$ cat src/rtl/fp8_pkg.sv
// Shared FP8/FP16 constants, operand/pipeline structs and the FP8 field decoder.
package fp8_pkg;

    localparam logic FP8_E4M3 = 1'b0;
    localparam logic FP8_E5M2 = 1'b1;

    localparam int E4M3_BIAS = 7;
    localparam int E5M2_BIAS = 15;
    localparam int FP16_BIAS = 15;

    localparam logic [15:0] FP16_QNAN = 16'h7E00;
    localparam logic [15:0] FP16_INF  = 16'h7C00;
    localparam logic [15:0] FP16_MAXF = 16'h7BFF;

    // Operand value = sig * 2^(exp - 3); E5M2 mantissas are left-aligned into sig.
    typedef struct packed {
        logic              sign;
        logic              zero;
        logic              inf;
        logic              nan;
        logic signed [5:0] exp;
        logic [3:0]        sig;
    } fp8_dec_t;

    // Product value = sig/128 * 2^exp, sig normalised with sig[7] = 1 unless zero.
    typedef struct packed {
        logic              sign;
        logic              zero;
        logic              inf;
        logic              nan;
        logic signed [7:0] exp;
        logic [7:0]        sig;
    } lane_s2_t;

    function automatic fp8_dec_t fp8_decode(input logic [7:0] x, input logic mode);
        fp8_dec_t   d;
        logic [4:0] e;
        logic [2:0] m;
        int         bias;
        d = '0;
        d.sign = x[7];
        if (mode == FP8_E5M2) begin
            e     = x[6:2];
            m     = {x[1:0], 1'b0};
            bias  = E5M2_BIAS;
            d.inf = (e == 5'd31) && (x[1:0] == 2'd0);
            d.nan = (e == 5'd31) && (x[1:0] != 2'd0);
        end else begin
            e     = {1'b0, x[6:3]};
            m     = x[2:0];
            bias  = E4M3_BIAS;
            d.inf = 1'b0;
            d.nan = (x[6:0] == 7'h7F);
        end
        d.zero = (e == 5'd0) && (m == 3'd0);
        d.sig  = {(e != 5'd0), m};
        // Subnormals share the exponent of the smallest normal.
        if (e == 5'd0) begin
            d.exp = 6'(1 - bias);
        end else begin
            d.exp = 6'(int'(e) - bias);
        end
        return d;
    endfunction

endpackage

$ cat src/rtl/fp8_mul_lane.sv
// One FP8 x FP8 -> FP16 lane: decode (S1), multiply/normalise (S2), round/pack (S3).
// FP8_SATURATE_EN: overflow saturates to signed max-finite instead of signed inf.
module fp8_mul_lane
    import fp8_pkg::*;
(
    input  logic        clk,
    input  logic        rst,
    input  logic        i_en,
    input  logic        i_mode,
    input  logic [7:0]  i_q,
    input  logic [7:0]  i_elem,
    output logic [15:0] o_res,
    output logic        o_ovf,
    output logic        o_unf,
    output logic        o_nan
);

    fp8_dec_t r_qd, r_ed;
    logic     r_mode;
    lane_s2_t w_s2, r_s2;

    logic [5:0]        w_p3;
    logic [7:0]        w_p4, w_prod, w_norm;
    logic [2:0]        w_pos;
    logic signed [8:0] w_bexp;
    logic [3:0]        w_sh;
    logic [21:0]       w_wide;
    logic [9:0]        w_mant;
    logic              w_g, w_st;
    logic [10:0]       w_rnd;
    logic [15:0]       w_res;
    logic              w_ovf, w_unf, w_nan;

    always_ff @(posedge clk or negedge rst) begin
        if (!rst) begin
            r_qd   <= '0;
            r_ed   <= '0;
            r_mode <= FP8_E4M3;
        end else if (i_en) begin
            r_qd   <= fp8_decode(i_q, i_mode);
            r_ed   <= fp8_decode(i_elem, i_mode);
            r_mode <= i_mode;
        end
    end

    always_comb begin
        w_p3 = {3'd0, r_qd.sig[3:1]} * {3'd0, r_ed.sig[3:1]};
        w_p4 = {4'd0, r_qd.sig} * {4'd0, r_ed.sig};
        // E5M2 carries only 3 significant bits; realign the 3x3 product.
        w_prod = (r_mode == FP8_E5M2) ? {w_p3, 2'b00} : w_p4;
        w_pos = 3'd0;
        for (int i = 0; i < 8; i++) begin
            if (w_prod[i]) w_pos = 3'(i);
        end
        w_norm = w_prod << (3'd7 - w_pos);
        w_s2 = '0;
        w_s2.sign = r_qd.sign ^ r_ed.sign;
        w_s2.zero = r_qd.zero | r_ed.zero;
        w_s2.inf  = r_qd.inf | r_ed.inf;
        w_s2.nan  = r_qd.nan | r_ed.nan | (r_qd.inf & r_ed.zero) | (r_qd.zero & r_ed.inf);
        w_s2.exp  = 8'(r_qd.exp) + 8'(r_ed.exp) + {5'd0, w_pos} - 8'd6;
        w_s2.sig  = w_norm;
    end

    always_ff @(posedge clk or negedge rst) begin
        if (!rst) begin
            r_s2 <= '0;
        end else if (i_en) begin
            r_s2 <= w_s2;
        end
    end

    always_comb begin
        w_res  = '0;
        w_ovf  = 1'b0;
        w_unf  = 1'b0;
        w_nan  = 1'b0;
        w_sh   = '0;
        w_wide = '0;
        w_mant = '0;
        w_g    = 1'b0;
        w_st   = 1'b0;
        w_rnd  = '0;
        w_bexp = 9'(r_s2.exp) + 9'(FP16_BIAS);
        if (r_s2.nan) begin
            w_res = FP16_QNAN;
            w_nan = 1'b1;
        end else if (r_s2.inf) begin
            w_res = {r_s2.sign, FP16_INF[14:0]};
        end else if (r_s2.zero) begin
            w_res = {r_s2.sign, 15'd0};
        end else if (w_bexp >= 9'sd31) begin
            w_ovf = 1'b1;
`ifdef FP8_SATURATE_EN
            w_res = {r_s2.sign, FP16_MAXF[14:0]};
`else
            w_res = {r_s2.sign, FP16_INF[14:0]};
`endif
        end else if (w_bexp >= 9'sd1) begin
            w_res = {r_s2.sign, w_bexp[4:0], r_s2.sig[6:0], 3'b000};
        end else begin
            // Shifts beyond 11 leave only sticky bits, same as 11.
            w_sh   = (w_bexp < -9'sd10) ? 4'd11 : 4'(-w_bexp);
            w_wide = {r_s2.sig, 14'd0} >> w_sh;
            w_mant = w_wide[21:12];
            w_g    = w_wide[11];
            w_st   = |w_wide[10:0];
            w_rnd  = {1'b0, w_mant} + {10'd0, w_g & (w_st | w_mant[0])};
            // A rounding carry lands in the exponent LSB, giving the smallest normal.
            w_res  = {r_s2.sign, 4'd0, w_rnd};
            w_unf  = w_g | w_st;
        end
    end

    always_ff @(posedge clk or negedge rst) begin
        if (!rst) begin
            o_res <= '0;
            o_ovf <= 1'b0;
            o_unf <= 1'b0;
            o_nan <= 1'b0;
        end else if (i_en) begin
            o_res <= w_res;
            o_ovf <= w_ovf;
            o_unf <= w_unf;
            o_nan <= w_nan;
        end
    end

endmodule

$ cat src/rtl/fp8_vec_mul_pipe.sv
// Three-stage FP8 scalar x vector multiplier with valid/ready handshake, FP16 results.
// FP8_SATURATE_EN (in fp8_mul_lane): overflow saturates to max-finite.
module fp8_vec_mul_pipe
    import fp8_pkg::*;
#(
    parameter int unsigned LANES = 4
) (
    input  logic                 clk,
    input  logic                 rst,
    input  logic                 in_valid,
    output logic                 in_ready,
    input  logic                 e5m2mode,
    input  logic [7:0]           q,
    input  logic [8*LANES-1:0]   vec,
    output logic                 out_valid,
    input  logic                 out_ready,
    output logic [16*LANES-1:0]  res,
    output logic [LANES-1:0]     out_ovf,
    output logic [LANES-1:0]     out_unf,
    output logic [LANES-1:0]     out_nan
);

    logic [2:0] r_valid;
    logic       w_en;

    // Whole pipe advances together; bubbles are kept.
    assign w_en      = !r_valid[2] || out_ready;
    assign in_ready  = w_en;
    assign out_valid = r_valid[2];

    always_ff @(posedge clk or negedge rst) begin
        if (!rst) begin
            r_valid <= '0;
        end else if (w_en) begin
            r_valid <= {r_valid[1:0], in_valid};
        end
    end

    for (genvar g = 0; g < LANES; g++) begin : g_lane
        fp8_mul_lane u_lane (
            .clk    (clk),
            .rst    (rst),
            .i_en   (w_en),
            .i_mode (e5m2mode),
            .i_q    (q),
            .i_elem (vec[8*g +: 8]),
            .o_res  (res[16*g +: 16]),
            .o_ovf  (out_ovf[g]),
            .o_unf  (out_unf[g]),
            .o_nan  (out_nan[g])
        );
    end

endmodule

$ cat config.mk
export PLATFORM = sky130hd
export DESIGN_NAME = fp8_vec_mul_pipe
export DESIGN_NICKNAME = d
export VERILOG_FILES = /design/src/rtl/fp8_pkg.sv /design/src/rtl/fp8_mul_lane.sv /design/src/rtl/fp8_vec_mul_pipe.sv
export SDC_FILE = /design/constraint.sdc
export NUM_CORES = 1
export LEC_CHECK = 0
export BUFFER_PORTS_ARGS = -buffer_cell sky130_fd_sc_hd__buf_2
export CORE_ASPECT_RATIO = 0.9
export CORE_MARGIN = 3
export CORE_UTILIZATION = 63
export DETAILED_ROUTE_END_ITERATION = 6
export PLACE_DENSITY_LB_ADDON = 0.05
export SYNTH_ARGS = -nofsm -noshare
export SYNTH_HDL_FRONTEND = slang
export SYNTH_SLANG_ARGS = --single-unit
$ cat constraint.sdc
create_clock -name clk -period 7.7 [get_ports clk]
set_input_delay 1.155 -clock clk [delete_from_list [all_inputs] [get_ports clk]]
set_output_delay 1.155 -clock clk [all_outputs]
set_load 0.02 [all_outputs]
==> results.py <==
metrics = {
    "clocking": {
        "tritoncts": "done",
        "ctsHoldBuffers": 0,
        "cts_root_buffer": "clkbuf_16",
        "h-tree-depth": 1,
        "clock_sinks": 230,
        "post_cts_buffers": 0,
        "path_clk_slew_ns": 0.06,
        "clock_latency_ns": 0.55,
        "numCtsBuffers": 26,
        "cts_resized": 0,
        "clk_path_buf_depth": 3,
    },
    "setup_path": {
        "worst-path-max-fanout": 17,
        "worstPathRequired_ns": 8.12,
        "worstPathArrival_ns": 6.51,
        "rr_startpoint": "g_lane[0].u_lane.r_qd[1]",
        "crit_path_cell_trace": "nand2_1 > fa_1 > fa_1 > inv_1 > ha_1 > a21o_1 > a21o_1 > a21oi_1 > or4b_2 > nand3_1 > nand2_1 > a31oi_1 > ha_1 > inv_1 > ha_1 > inv_1 > fa_1 > inv_1 > a21oi_1 > o21ai_0 > and2_1 > o21ai_0 > a22o_1",
        "cp_common_cell": "inv_1",
        "crit_path_end_kind": "flip-flop",
        "slowest_stage": "dfrtp_1",
        "r2r_cells": 23,
        "crit_path_start_kind": "flip-flop",
        "r2r_end": "g_lane[2].u_lane.r_s2[15]",
        "crit_type": "flip-flop to flip-flop",
        "max_stage_delay_ns": 0.63,
        "r2r_slack_ns": 1.61,
    },
    "place": {
        "place_congestion": 0.966,
        "port_buffers": 122,
        "post-place-ws_ns": 1.76,
        "hpwl_um": 38000,
    },
    "final_layout": {
        "layout_common_cells": "316 x nand2_1, 230 x dfrtp_1, 197 x nor2_1, 183 x o21ai_0, 153 x inv_1",
        "antenna_cells": 0,
        "layout_commonest_cell": "nand2_1",
        "finalNetCount": 2676,
        "syn2layout_area_growth_pct": 7.51,
        "layout-drive-gt1-share": 0.0958,
        "fin_util": 0.700,
    },
    "floorplan": {
        "core_area_um2": 30400,
        "die_x_um": 193,
        "initial_core_util": 0.651,
        "rows": 60,
        "die_y_um": 174,
        "die_area_um2": 33600,
        "io-pin-count": 123,
    },
    "timing": {
        "fmaxAchievable_mhz": 164,
        "grt_setup_unrepaired": "no",
        "tightestPinTransition_ns": 1.05,
        "fin_ws_ns": 1.61,
        "finClkSkew_ns": 0.0258,
        "fin_crit_ns": 6.09,
        "tns_ns": 0,
        "finalSetupViolCount": 0,
        "min_period_over_period": 0.791,
        "drv_slew": 0,
        "slew_headroom": 0.299,
        "hold_viol": 0,
    },
    "route": {
        "wl_per_cell_um": 18.3,
        "ant_nets": 0,
        "drc": 0,
        "dr.pass1.iters": 5,
        "wl_um": 52600,
        "vias": 18100,
        "avgViaCountPerCell": 6.29,
        "drt-initial-drc-count": 1675,
    },
    "global_routing": {
        "grt_pass1_wl_um": 86800,
        "grt.total_usage": 0.310,
        "antenna_found_initial": 0,
        "grt_max_degree": 153,
        "grt_pass1_vias": 17100,
        "grt_overflow": 0,
    },
    "logic_synthesis": {
        "seq_area_frac_synth": 0.291,
        "post_synth_inst_count": 2442,
        "synth_seq_cells": 230,
        "ys_warn_count": 0,
        "yosysUniqueCellTypes": 100,
        "syn_nets": 2662,
        "avgSynthCellArea_um2": 8.11,
        "syn_area_um2": 19800,
        "async_flop_share": 1.00,
        "synth_edf_count": 0,
        "synthFlopType": "dfrtp_1",
    },
    "worst_hold_path": {
        "hold_class": "flip-flop to flip-flop",
        "hold_depth": 2,
        "hold_path_end": "g_lane[2].u_lane.o_res[15]",
        "hp-start": "g_lane[2].u_lane.o_res[15]",
    },
    "run_status": {
        "status": "finished, final reports clean",
    },
    "flow_run": {
        "drv_cap": 0,
    },
}
routing by layer:
layer,part of all wire,vias up,track usage,wire length (um)
li1,-,8706,-,-
met1,0.46,8662,0.461,24400
met2,0.45,651,0.480,23500
met3,0.067,93,0.0413,3510
met4,0.024,0,0.0753,1260
met5,0,-,0,0
worst max path at each step:
stage	startpoint	endpoint	slack, ns
after floorplan	g_lane[0].u_lane.r_qd[1]	g_lane[2].u_lane.r_s2[15]	2.27
after global placement	g_lane[0].u_lane.r_qd[1]	g_lane[2].u_lane.r_s2[15]	1.96
after detailed placement	g_lane[0].u_lane.r_qd[1]	g_lane[2].u_lane.r_s2[15]	1.76
after CTS	g_lane[0].u_lane.r_qd[1]	g_lane[2].u_lane.r_s2[15]	1.72
after global routing	g_lane[0].u_lane.r_qd[1]	g_lane[2].u_lane.r_s2[15]	1.29
final	g_lane[0].u_lane.r_qd[1]	g_lane[2].u_lane.r_s2[15]	1.61
cells in the mapped netlist (19+ instances only):
master,n,area [um2]
xor2_1,45,394
inv_1,153,574
nor2_1,197,739
o21ai_0,183,916
a31oi_1,49,307
buf_1,19,71.3
o31ai_1,36,270
mux2_2,24,270
nor2b_1,27,169
a21o_1,30,225
nor3_1,52,260
a22o_1,26,228
ha_1,143,1790
a21oi_1,149,746
dfrtp_1,230,5760
nand2_1,316,1190
clkbuf_1,104,390
mux2i_1,63,631
and3_1,24,150
a22oi_1,23,173
xnor2_1,51,447
nand2b_1,22,138
and2_1,55,344
nand3_1,67,335
fa_1,32,641
final cells by class:
| type | instances | area (um2) |
|---|---|---|
| clock inverters | 14 | 150 |
| fillers | 2504 | 9120 |
| flip-flops and latches | 230 | 5760 |
| repair buffers | 135 | 743 |
| well taps | 403 | 504 |
| inverters | 155 | 584 |
| clock buffers | 33 | 718 |
| multi-input cells | 1908 | 12800 |
critical path, delay by kind of cell, from the launching register on:
family | cells | cell delay, ns
buffers and inverters | 4 | 0.24
adders and majority gates | 6 | 2.31
AOI/OAI and AO/OA | 8 | 1.41
DFF | 1 | 0.63
and+or+nand+nor | 5 | 1.35
cells by family (layout without fill, tap and decap cells):
family / count (synthesis) / in the layout / synth area share
fa+ha+maj: 179 / 179 / 0.125
simple gates: 863 / 863 / 0.209
compound gates: 680 / 680 / 0.223
flops: 230 / 230 / 0.291
buf+inv: 304 / 337 / 0.0619
xor+xnor: 98 / 98 / 0.0441
mux: 88 / 88 / 0.0466
state kept, by name (all words and copies together), names as in the netlist:
signal and flops:
g_lane.u_lane.r_ed 56, g_lane.u_lane.o_res 64, g_lane.u_lane.o_unf 4, g_lane.u_lane.o_ovf 4
r_valid 3, g_lane.u_lane.r_mode 1, g_lane.u_lane.o_nan 4, g_lane.u_lane.r_s2 80
g_lane.u_lane.r_qd 14
stage by stage:
| step | cells | hold WS, ns | instance area [um2] |
|---|---|---|---|
| final | 2878 | 0.459 | 21300 |
| after global routing | 2878 | 0.488 | 21300 |
| after CTS | 2878 | 0.463 | 21300 |
| after detailed placement | 2831 | 0.450 | 20400 |
| after global placement | 2831 | 0.444 | 20400 |
| after floorplan | 2442 | 0.430 | 19800 |
Power is not shown: default switching activity piles up to over one toggle a cycle in this logic, so the estimate is an artifact.
